<file path="src/rtl/alarme_sequenciador.sv">
// House-alarm arming sequencer: exit/entry delays, siren timeout and re-trigger.
// Optional first-tripped zone memory is enabled by defining ALARME_MEMORIA_EN.
module alarme_sequenciador #(
    parameter int EXIT_TICKS  = 8,
    parameter int ENTRY_TICKS = 6,
    parameter int SIREN_TICKS = 20
) (
    input  logic       clk,
    input  logic       reset,
    input  logic       cr,
    input  logic       sm,
    input  logic       sp,
    input  logic       sj,
    input  logic       tick,
    output logic       sirene,
    output logic       led,
    output logic       armado,
    output logic [2:0] zona
);

    typedef enum logic [2:0] {
        DESARMADO,
        SAIDA,
        ARMADO,
        ENTRADA,
        DISPARO,
        SILENCIO
    } state_t;

    localparam logic [7:0] L_EXIT  = 8'(EXIT_TICKS);
    localparam logic [7:0] L_ENTRY = 8'(ENTRY_TICKS);
    localparam logic [7:0] L_SIREN = 8'(SIREN_TICKS);

    state_t     r_state;
    logic [3:0] r_syncMeta;
    logic [3:0] r_syncOut;
    logic       r_crPrev;
    logic [2:0] r_sensPrev;
    logic [7:0] r_count;
    logic       r_sirene;
    logic       r_led;
    logic       r_armado;

    state_t     w_nextState;
    logic       w_load;
    logic [7:0] w_loadVal;
    logic       w_nextLed;
    logic [7:0] w_nextCount;
    logic       w_press;
    logic       w_instant;
    logic       w_door;
    logic [2:0] w_sensRise;
    logic       w_expire;
    logic       w_nextTimed;

    // Synchronizer bit order is {cr, sj, sp, sm} so [2:0] matches the zona layout.
    always_ff @(posedge clk or negedge reset) begin
        if (!reset) begin
            r_syncMeta <= 4'b0000;
            r_syncOut  <= 4'b0000;
            r_crPrev   <= 1'b0;
            r_sensPrev <= 3'b000;
        end else begin
            r_syncMeta <= {cr, sj, sp, sm};
            r_syncOut  <= r_syncMeta;
            r_crPrev   <= r_syncOut[3];
            r_sensPrev <= r_syncOut[2:0];
        end
    end

    assign w_press    = r_syncOut[3] & ~r_crPrev;
    assign w_instant  = r_syncOut[0] | r_syncOut[2];
    assign w_door     = r_syncOut[1];
    assign w_sensRise = r_syncOut[2:0] & ~r_sensPrev;
    assign w_expire   = tick & (r_count == 8'd1);

    always_comb begin
        w_nextState = r_state;
        w_load      = 1'b0;
        w_loadVal   = 8'd0;
        case (r_state)
            DESARMADO: begin
                if (w_press) begin
                    w_nextState = SAIDA;
                    w_load      = 1'b1;
                    w_loadVal   = L_EXIT;
                end
            end
            SAIDA: begin
                if (w_press)       w_nextState = DESARMADO;
                else if (w_expire) w_nextState = ARMADO;
            end
            ARMADO: begin
                if (w_press) begin
                    w_nextState = DESARMADO;
                end else if (w_instant) begin
                    w_nextState = DISPARO;
                    w_load      = 1'b1;
                    w_loadVal   = L_SIREN;
                end else if (w_door) begin
                    w_nextState = ENTRADA;
                    w_load      = 1'b1;
                    w_loadVal   = L_ENTRY;
                end
            end
            ENTRADA: begin
                if (w_press) begin
                    w_nextState = DESARMADO;
                end else if (w_instant || w_expire) begin
                    w_nextState = DISPARO;
                    w_load      = 1'b1;
                    w_loadVal   = L_SIREN;
                end
            end
            DISPARO: begin
                if (w_press)       w_nextState = DESARMADO;
                else if (w_expire) w_nextState = SILENCIO;
            end
            SILENCIO: begin
                if (w_press) begin
                    w_nextState = DESARMADO;
                end else if (|w_sensRise) begin
                    w_nextState = DISPARO;
                    w_load      = 1'b1;
                    w_loadVal   = L_SIREN;
                end
            end
            default: w_nextState = DESARMADO;
        endcase
    end

    // Every entry into a timed state goes through a load, which also zeroes the LED phase.
    always_comb begin
        w_nextTimed = (w_nextState == SAIDA) || (w_nextState == ENTRADA) ||
                      (w_nextState == DISPARO);
        w_nextLed   = 1'b0;
        w_nextCount = r_count;
        if (w_nextState == ARMADO || w_nextState == SILENCIO) begin
            w_nextLed = 1'b1;
        end else if (w_nextTimed) begin
            if (w_load)    w_nextLed = 1'b0;
            else if (tick) w_nextLed = ~r_led;
            else           w_nextLed = r_led;
        end
        if (w_load) begin
            w_nextCount = w_loadVal;
        end else if (!w_nextTimed) begin
            w_nextCount = 8'd0;
        end else if (tick && r_count != 8'd0) begin
            w_nextCount = r_count - 8'd1;
        end
    end

    always_ff @(posedge clk or negedge reset) begin
        if (!reset) begin
            r_state  <= DESARMADO;
            r_count  <= 8'd0;
            r_sirene <= 1'b0;
            r_led    <= 1'b0;
            r_armado <= 1'b0;
        end else begin
            r_state  <= w_nextState;
            r_count  <= w_nextCount;
            r_sirene <= (w_nextState == DISPARO);
            r_led    <= w_nextLed;
            r_armado <= (w_nextState != DESARMADO);
        end
    end

`ifdef ALARME_MEMORIA_EN
    logic [2:0] r_zona;

    // Only the first trip out of ARMADO is remembered; disarming keeps it readable.
    always_ff @(posedge clk or negedge reset) begin
        if (!reset) begin
            r_zona <= 3'b000;
        end else if (r_state == DESARMADO && w_nextState == SAIDA) begin
            r_zona <= 3'b000;
        end else if (r_state == ARMADO &&
                     (w_nextState == ENTRADA || w_nextState == DISPARO)) begin
            r_zona <= r_syncOut[2:0];
        end
    end

    assign zona = r_zona;
`else
    assign zona = 3'b000;
`endif

    assign sirene = r_sirene;
    assign led    = r_led;
    assign armado = r_armado;

endmodule

</file>
<file path="config.mk">
export PLATFORM = sky130hd
export DESIGN_NAME = alarme_sequenciador
export DESIGN_NICKNAME = d
export VERILOG_FILES = /design/src/rtl/alarme_sequenciador.sv
export SDC_FILE = /design/constraint.sdc
export NUM_CORES = 1
export LEC_CHECK = 0
export BUFFER_PORTS_ARGS = -buffer_cell sky130_fd_sc_hd__buf_4
export CORE_MARGIN = 1.5
export CORE_UTILIZATION = 50
export CTS_CLUSTER_SIZE = 25
export DETAILED_ROUTE_END_ITERATION = 8
export GPL_TIMING_DRIVEN = 0
export PLACE_DENSITY = 0.7
export SYNTH_ARGS = -nofsm -noshare
export SYNTH_HDL_FRONTEND = slang
export SYNTH_SLANG_ARGS = --single-unit
</file>
<file path="constraint.sdc">
create_clock -name clk -period 2.5 [get_ports clk]
set_clock_uncertainty 0.2 [all_clocks]
set_input_delay 0.5 -clock clk [delete_from_list [all_inputs] [get_ports clk]]
set_output_delay 0.5 -clock clk [all_outputs]
set_load 0.1 [all_outputs]
</file>
==> impl_metrics.json, run 1 <==
{
  "max_freq_mhz": 405,
  "grt_pass1_vias": 937,
  "yosysTopAreaCell": "dfrtp_1",
  "dp_hpwl_um": 1770,
  "dieArea_mm2": 0.00302,
  "ys_warn_count": 0,
  "worst_setup_path_start_kind": "register",
  "synth_edf_count": 0,
  "status": "completed",
  "drc_errors": 0,
  "ys_ff_latch": 26,
  "area_growth_pct": 19.1,
  "ir_worst_vdd_uv": 886,
  "overflow": 0,
  "grt_max_degree": 27,
  "drv_cap": 0,
  "cts_tree": "built",
  "insertion_delay_ns": 0.32,
  "drt_iter0_drc": 37,
  "dr.pass1.iters": 4,
  "antenna_found_initial": 0,
  "hold_slack_ns": 0.0747,
  "yosysUniqueCellTypes": 43,
  "cts.sinks": 26,
  "syn-mean-instance-area_um2": 10.2,
  "power_mw": 1.70,
  "rsz0062_at_grt": "true",
  "yosysMostFrequentCell": "dfrtp_1",
  "path_class": "reg2reg",
  "io_buffers": 9,
  "dp_worst_setup_slack_ns": -0.0526,
  "hold_violations": 0,
  "synth_cells": 132,
  "cp.required_ns": 2.52,
  "place_inst": 173,
  "placed_area_mm2": 0.00146,
  "endpoint_kind": "register",
  "diodes": 0,
  "numCtsBuffers": 3,
  "place.gp.congestion": 0.977,
  "fin_crit_ns": 2.47,
  "p_per_area_mw_per_mm2": 1060,
  "p_leak_nw": 0.743,
  "worst_ep_arrival_time_ns": 2.48,
  "yosys-top-cells-count": "dfrtp_1, nor2_1, inv_1",
  "core-area_mm2": 0.00252,
  "grt_pass1_wl_um": 4200,
  "io_pins": 13,
  "via_count": 1049,
  "cts-root-buf": "clkbuf_4",
  "setup_violations": 0,
  "postLayoutSetupSlackWorst_ns": 0.0317,
  "final_layout_size_suffix_gt1_share_pct": 30.1,
  "htree_num_levels": 1,
  "routed_wl_um": 2660,
  "multi_input_area_um2": 672,
  "die_h_um": 54.9,
  "crit_fanout": 5,
  "cts_max_path_buffers": 2,
  "synth_ff_type": "dfrtp_1",
  "design_area_mm2": 0.00161,
  "ant_nets": 0,
  "synth_area_leaders": "dfrtp_1, nor2_1, ha_1",
  "ys_seq_area_share_pct": 48.2,
  "hp-class": "in2reg",
  "initial_core_util_pct": 53.5,
  "finalNetCount": 165,
  "async_flop_share_pct": 100,
  "grt_usage_pct": 19.7,
  "seq_area_um2": 651,
  "worst_slew_pin_slew_ns": 0.683,
  "finalCritPeriodShare_pct": 98.7,
  "num-fill-cells": 220,
  "placementRows": 18,
  "clk_pin_slew_ns": 0.13,
  "via_per_inst": 5.73,
  "syn_area_mm2": 0.00135,
  "slew_headroom_pct": 54.2,
  "avgRoutedWirePerCell_um": 14.5,
  "die_x_um": 54.9,
  "fin_setup_tns_ns": 0,
  "final_core_util_pct": 63.7,
  "final_cells": 183,
  "maxSlewViolCount": 0,
  "yosys.area.top_type_share_pct": 48.2
}
==> worst paths after layout <==
path,from,endpoint,slack (ns),cells after the start
setup / recovery,r_count[0],r_count[1],0.03,9
hold / removal,cr,r_syncMeta[3],0.07,1
setup reg to reg,r_count[0],r_count[1],0.03,9
hold reg to reg,r_syncMeta[1],r_syncOut[1],0.16,0
max in group asynchronous,reset,r_syncOut[2],1.44,2
min in group asynchronous,reset,r_count[5],0.40,2
==> kinds of logic after synthesis <==
kind of cell    Yosys count  share of synthesized area, %
fa+ha+maj                 3                          2.78
compound gates           27                          13.5
other cells               1                         0.278
xor+xnor                  6                          3.90
buf+inv                  15                          6.96
flops                    26                          48.2
simple gates             54                          24.3
==> registers in the layout (all words and copies together), names as in the netlist <==
register,flops
r_crPrev,1
sirene,1
r_syncOut,4
led,1
armado,1
r_count,8
r_syncMeta,4
r_state,3
r_sensPrev,3
==> placed cells by master, fill, tap and decap left out, types with 3 or more instances in the layout <==
cell and n:
dfrtp_1 26, buf_4 17, nor2_1 13, inv_1 6, nand2_1 5, nand4_1 5
nand2b_1 4, o21ai_0 4, a21oi_1 4, a31oi_1 4, xor2_1 4, nand3_1 3
nor2b_1 3, o22ai_1 3, conb_1 3, clkbuf_4 3
==> timing repair <==
action,CTS,global route
hold buffers,1,0
hold endpoints to repair,26,0
cloned,0,1
pin swaps,1,7
setup buffers,1,4
gates resized for setup,3,15
setup endpoints to repair,5,5
==> routing by layer <==
layer,vias up,global-route usage [%],part of all wire (%)
li1,505,-,-
met1,509,27.0,46
met2,30,31.5,48
met3,5,3.23,3.9
met4,0,7.32,1.3
met5,-,0,0
==> where the power goes <==
group | leakage [nW] | switching [mW] | internal (mW)
combinational | 0.403 | 0.536 | 0.412
sequential | 0.326 | 0.0843 | 0.505
clock | 0.0138 | 0.111 | 0.0564
==> final cells by class <==
type	instances	area share [%]
plain buffers	7	4.21
clock buffers	3	1.40
inverters	8	1.87
multi-input cells	93	41.8
flip-flops and latches	26	40.5
well taps	30	2.34
repair buffers	16	7.87
==> worst max-delay path, stage by stage (launching register included) <==
cell      delay, ns
dfrtp_1        0.46
ha_4           0.18
and4bb_2       0.25
a41oi_2        0.26
nor2_1         0.08
a211o_1        0.28
o211ai_2       0.25
buf_6          0.16
a21oi_1        0.05
o32a_1         0.20
No activity file was read; power rests on OpenSTA's default activity.
==> run 2, diff against run 1 <==
--- a/config.mk
+++ b/config.mk
@@ -11,7 +11,8 @@
 export CTS_CLUSTER_SIZE = 25
 export DETAILED_ROUTE_END_ITERATION = 8
 export GPL_TIMING_DRIVEN = 0
-export PLACE_DENSITY = 0.7
+export PLACE_DENSITY_LB_ADDON = 0.3
+export SKIP_CTS_REPAIR_TIMING = 1
 export SYNTH_ARGS = -nofsm -noshare
 export SYNTH_HDL_FRONTEND = slang
 export SYNTH_SLANG_ARGS = --single-unit
==> run 2 against run 1 <==
Via count up 2.4%. Clock power is 5% higher. Clock-buffer cell count unchanged. Non-clock buffer count down 1. Design area barely moved. Fmax decreased by 0.49%. Die area stayed put. Largest cell class unchanged. Highest routed layer unchanged.
==> impl_metrics.json, run 2 (synthesis gave the netlist of run 1 again) <==
{
  "status": "completed",
  "dieArea_mm2": 0.00302,
  "max_freq_mhz": 403,
  "final_layout_size_suffix_gt1_share_pct": 30.3,
  "slowest_stage": "dfrtp_1",
  "grt_pass1_vias": 922,
  "via_per_inst": 5.90,
  "endpoint": "led",
  "dp_hpwl_um": 1900,
  "endpoint_kind": "register",
  "io_buffers": 9,
  "numCtsBuffers": 3,
  "io_pins": 13,
  "final_cell_mix": "dfrtp_1, buf_4, nor2_1",
  "drc_errors": 0,
  "final_core_util_pct": 63.6,
  "seqPwrFrac_pct": 34.5,
  "pwr-share-clk_pct": 10.2,
  "cp_num_cells": 9,
  "worst_setup_path_start_kind": "register",
  "cp_top_family": "simple AND/OR/NAND/NOR gates",
  "top_register": "r_count",
  "setup_violations": 0,
  "diodes": 0,
  "slew_headroom_pct": 52.0,
  "internal_power_mw": 0.975,
  "antenna_found_initial": 0,
  "rrSetupSlack_ns": 0.02,
  "sw_frac_of_total_pct": 43.6,
  "ir_worst_vdd_uv": 765,
  "place_inst": 173,
  "layout_commonest_cell": "dfrtp_1",
  "worstReg2RegEnd": "led",
  "p_per_area_mw_per_mm2": 1080,
  "combPwrFrac_pct": 55.3,
  "cts_max_path_buffers": 2,
  "overflow": 0,
  "core-area_mm2": 0.00252,
  "place.gp.congestion": 0.972,
  "drv_cap": 0,
  "postLayoutSetupSlackWorst_ns": 0.0194,
  "critPathLaunch": "r_count[1]",
  "hold_violations": 0,
  "grt_max_degree": 27,
  "worst_ep_arrival_time_ns": 2.51,
  "grt_most_used_layer": "met2",
  "cp.required_ns": 2.53,
  "p_switching_mw": 0.755,
  "insertion_delay_ns": 0.32,
  "crit_fanout": 3,
  "hp-class": "in2reg",
  "dp_worst_setup_slack_ns": -0.0123,
  "avgRoutedWirePerCell_um": 15.3,
  "path_class": "reg2reg",
  "finalCritPeriodShare_pct": 99.2,
  "cp_num_buf_inv": 1,
  "dr.pass1.iters": 4,
  "worst_slew_pin_slew_ns": 0.717,
  "drt_iter0_drc": 41,
  "die_x_um": 54.9,
  "via_count": 1074,
  "gr-usage-met1_pct": 28.0,
  "initial_core_util_pct": 53.5,
  "final_cells": 182,
  "grt_pass1_wl_um": 4150,
  "reg2reg_from": "r_count[1]",
  "reg_top3": "r_count (8), r_syncMeta (4), r_syncOut (4)",
  "finalNetCount": 164,
  "slowest_delay_ns": 0.44,
  "design_area_mm2": 0.00161,
  "maxSlewViolCount": 0,
  "placementRows": 18,
  "min_from": "cr",
  "ant_nets": 0,
  "fin_crit_ns": 2.48,
  "grt_use_met2_pct": 30.4,
  "crit_chain": "inv_2 > ha_4 > and4bb_2 > nand3_2 > and4b_4 > o21a_1 > or2_4 > or3_4 > a21boi_2",
  "routed_wl_um": 2790,
  "htree_num_levels": 1,
  "die_h_um": 54.9,
  "area_growth_pct": 19.0,
  "p_leak_nw": 0.734,
  "clk_pin_slew_ns": 0.14,
  "cts-root-buf": "clkbuf_4",
  "largest_reg_flops": 8,
  "grt_usage_pct": 19.8,
  "rr_worst_depth": 9,
  "cts.sinks": 26,
  "use_met3_pct": 4.57,
  "num-fill-cells": 198,
  "placed_area_mm2": 0.00146,
  "cts_tree": "built",
  "hold_slack_ns": 0.0665
}
-- run 2: layout make-up --
class                   instances  area (µm²)  area share (%)
multi-input cells              93         681            42.4
flip-flops and latches         26         652            40.6
repair buffers                 15         115            7.17
plain buffers                   7        67.6            4.21
well taps                      30        37.5            2.34
inverters                       8        30.0            1.87
clock buffers                   3        22.5            1.40
-- run 2: worst min path at each step --
| stage | end | slack (ns) | depth (start not counted) |
|---|---|---|---|
| after detailed placement | r_syncOut[1] | 0.14 | 0 |
| after global placement | r_syncOut[2] | 0.13 | 0 |
| after global routing | r_syncMeta[3] | 0.06 | 1 |
| after floorplan | armado | 0.004 | 0 |
| after CTS | r_count[6] | -0.13 | 1 |
| final | r_syncMeta[3] | 0.07 | 1 |
-- run 2: power by group through the flow --
stage / Clock (mW) / Combinational (mW) / Sequential, mW
finish: 0.176 / 0.957 / 0.596
global route: 0.192 / 1.03 / 0.606
CTS: 0.177 / 0.804 / 0.584
detailed placement: 0 / 0.801 / 0.592
global placement: 0 / 0.774 / 0.588
floorplan: 0 / 0.542 / 0.687
-- run 2: layer usage --
layer | routed length, µm | vias up
met3 | 135 | 4
met4 | 34 | 0
li1 | - | 502
met1 | 1260 | 529
met5 | 0 | -
met2 | 1370 | 39
-- run 2: metrics by stage --
stage	setup TNS [ns]	power, mW
2_1_floorplan	0	1.23
3_3_place_gp	0	1.36
3_5_place_dp	-0.0149	1.39
4_1_cts	-0.0814	1.57
5_1_grt	-0.0867	1.82
6_report	0	1.73
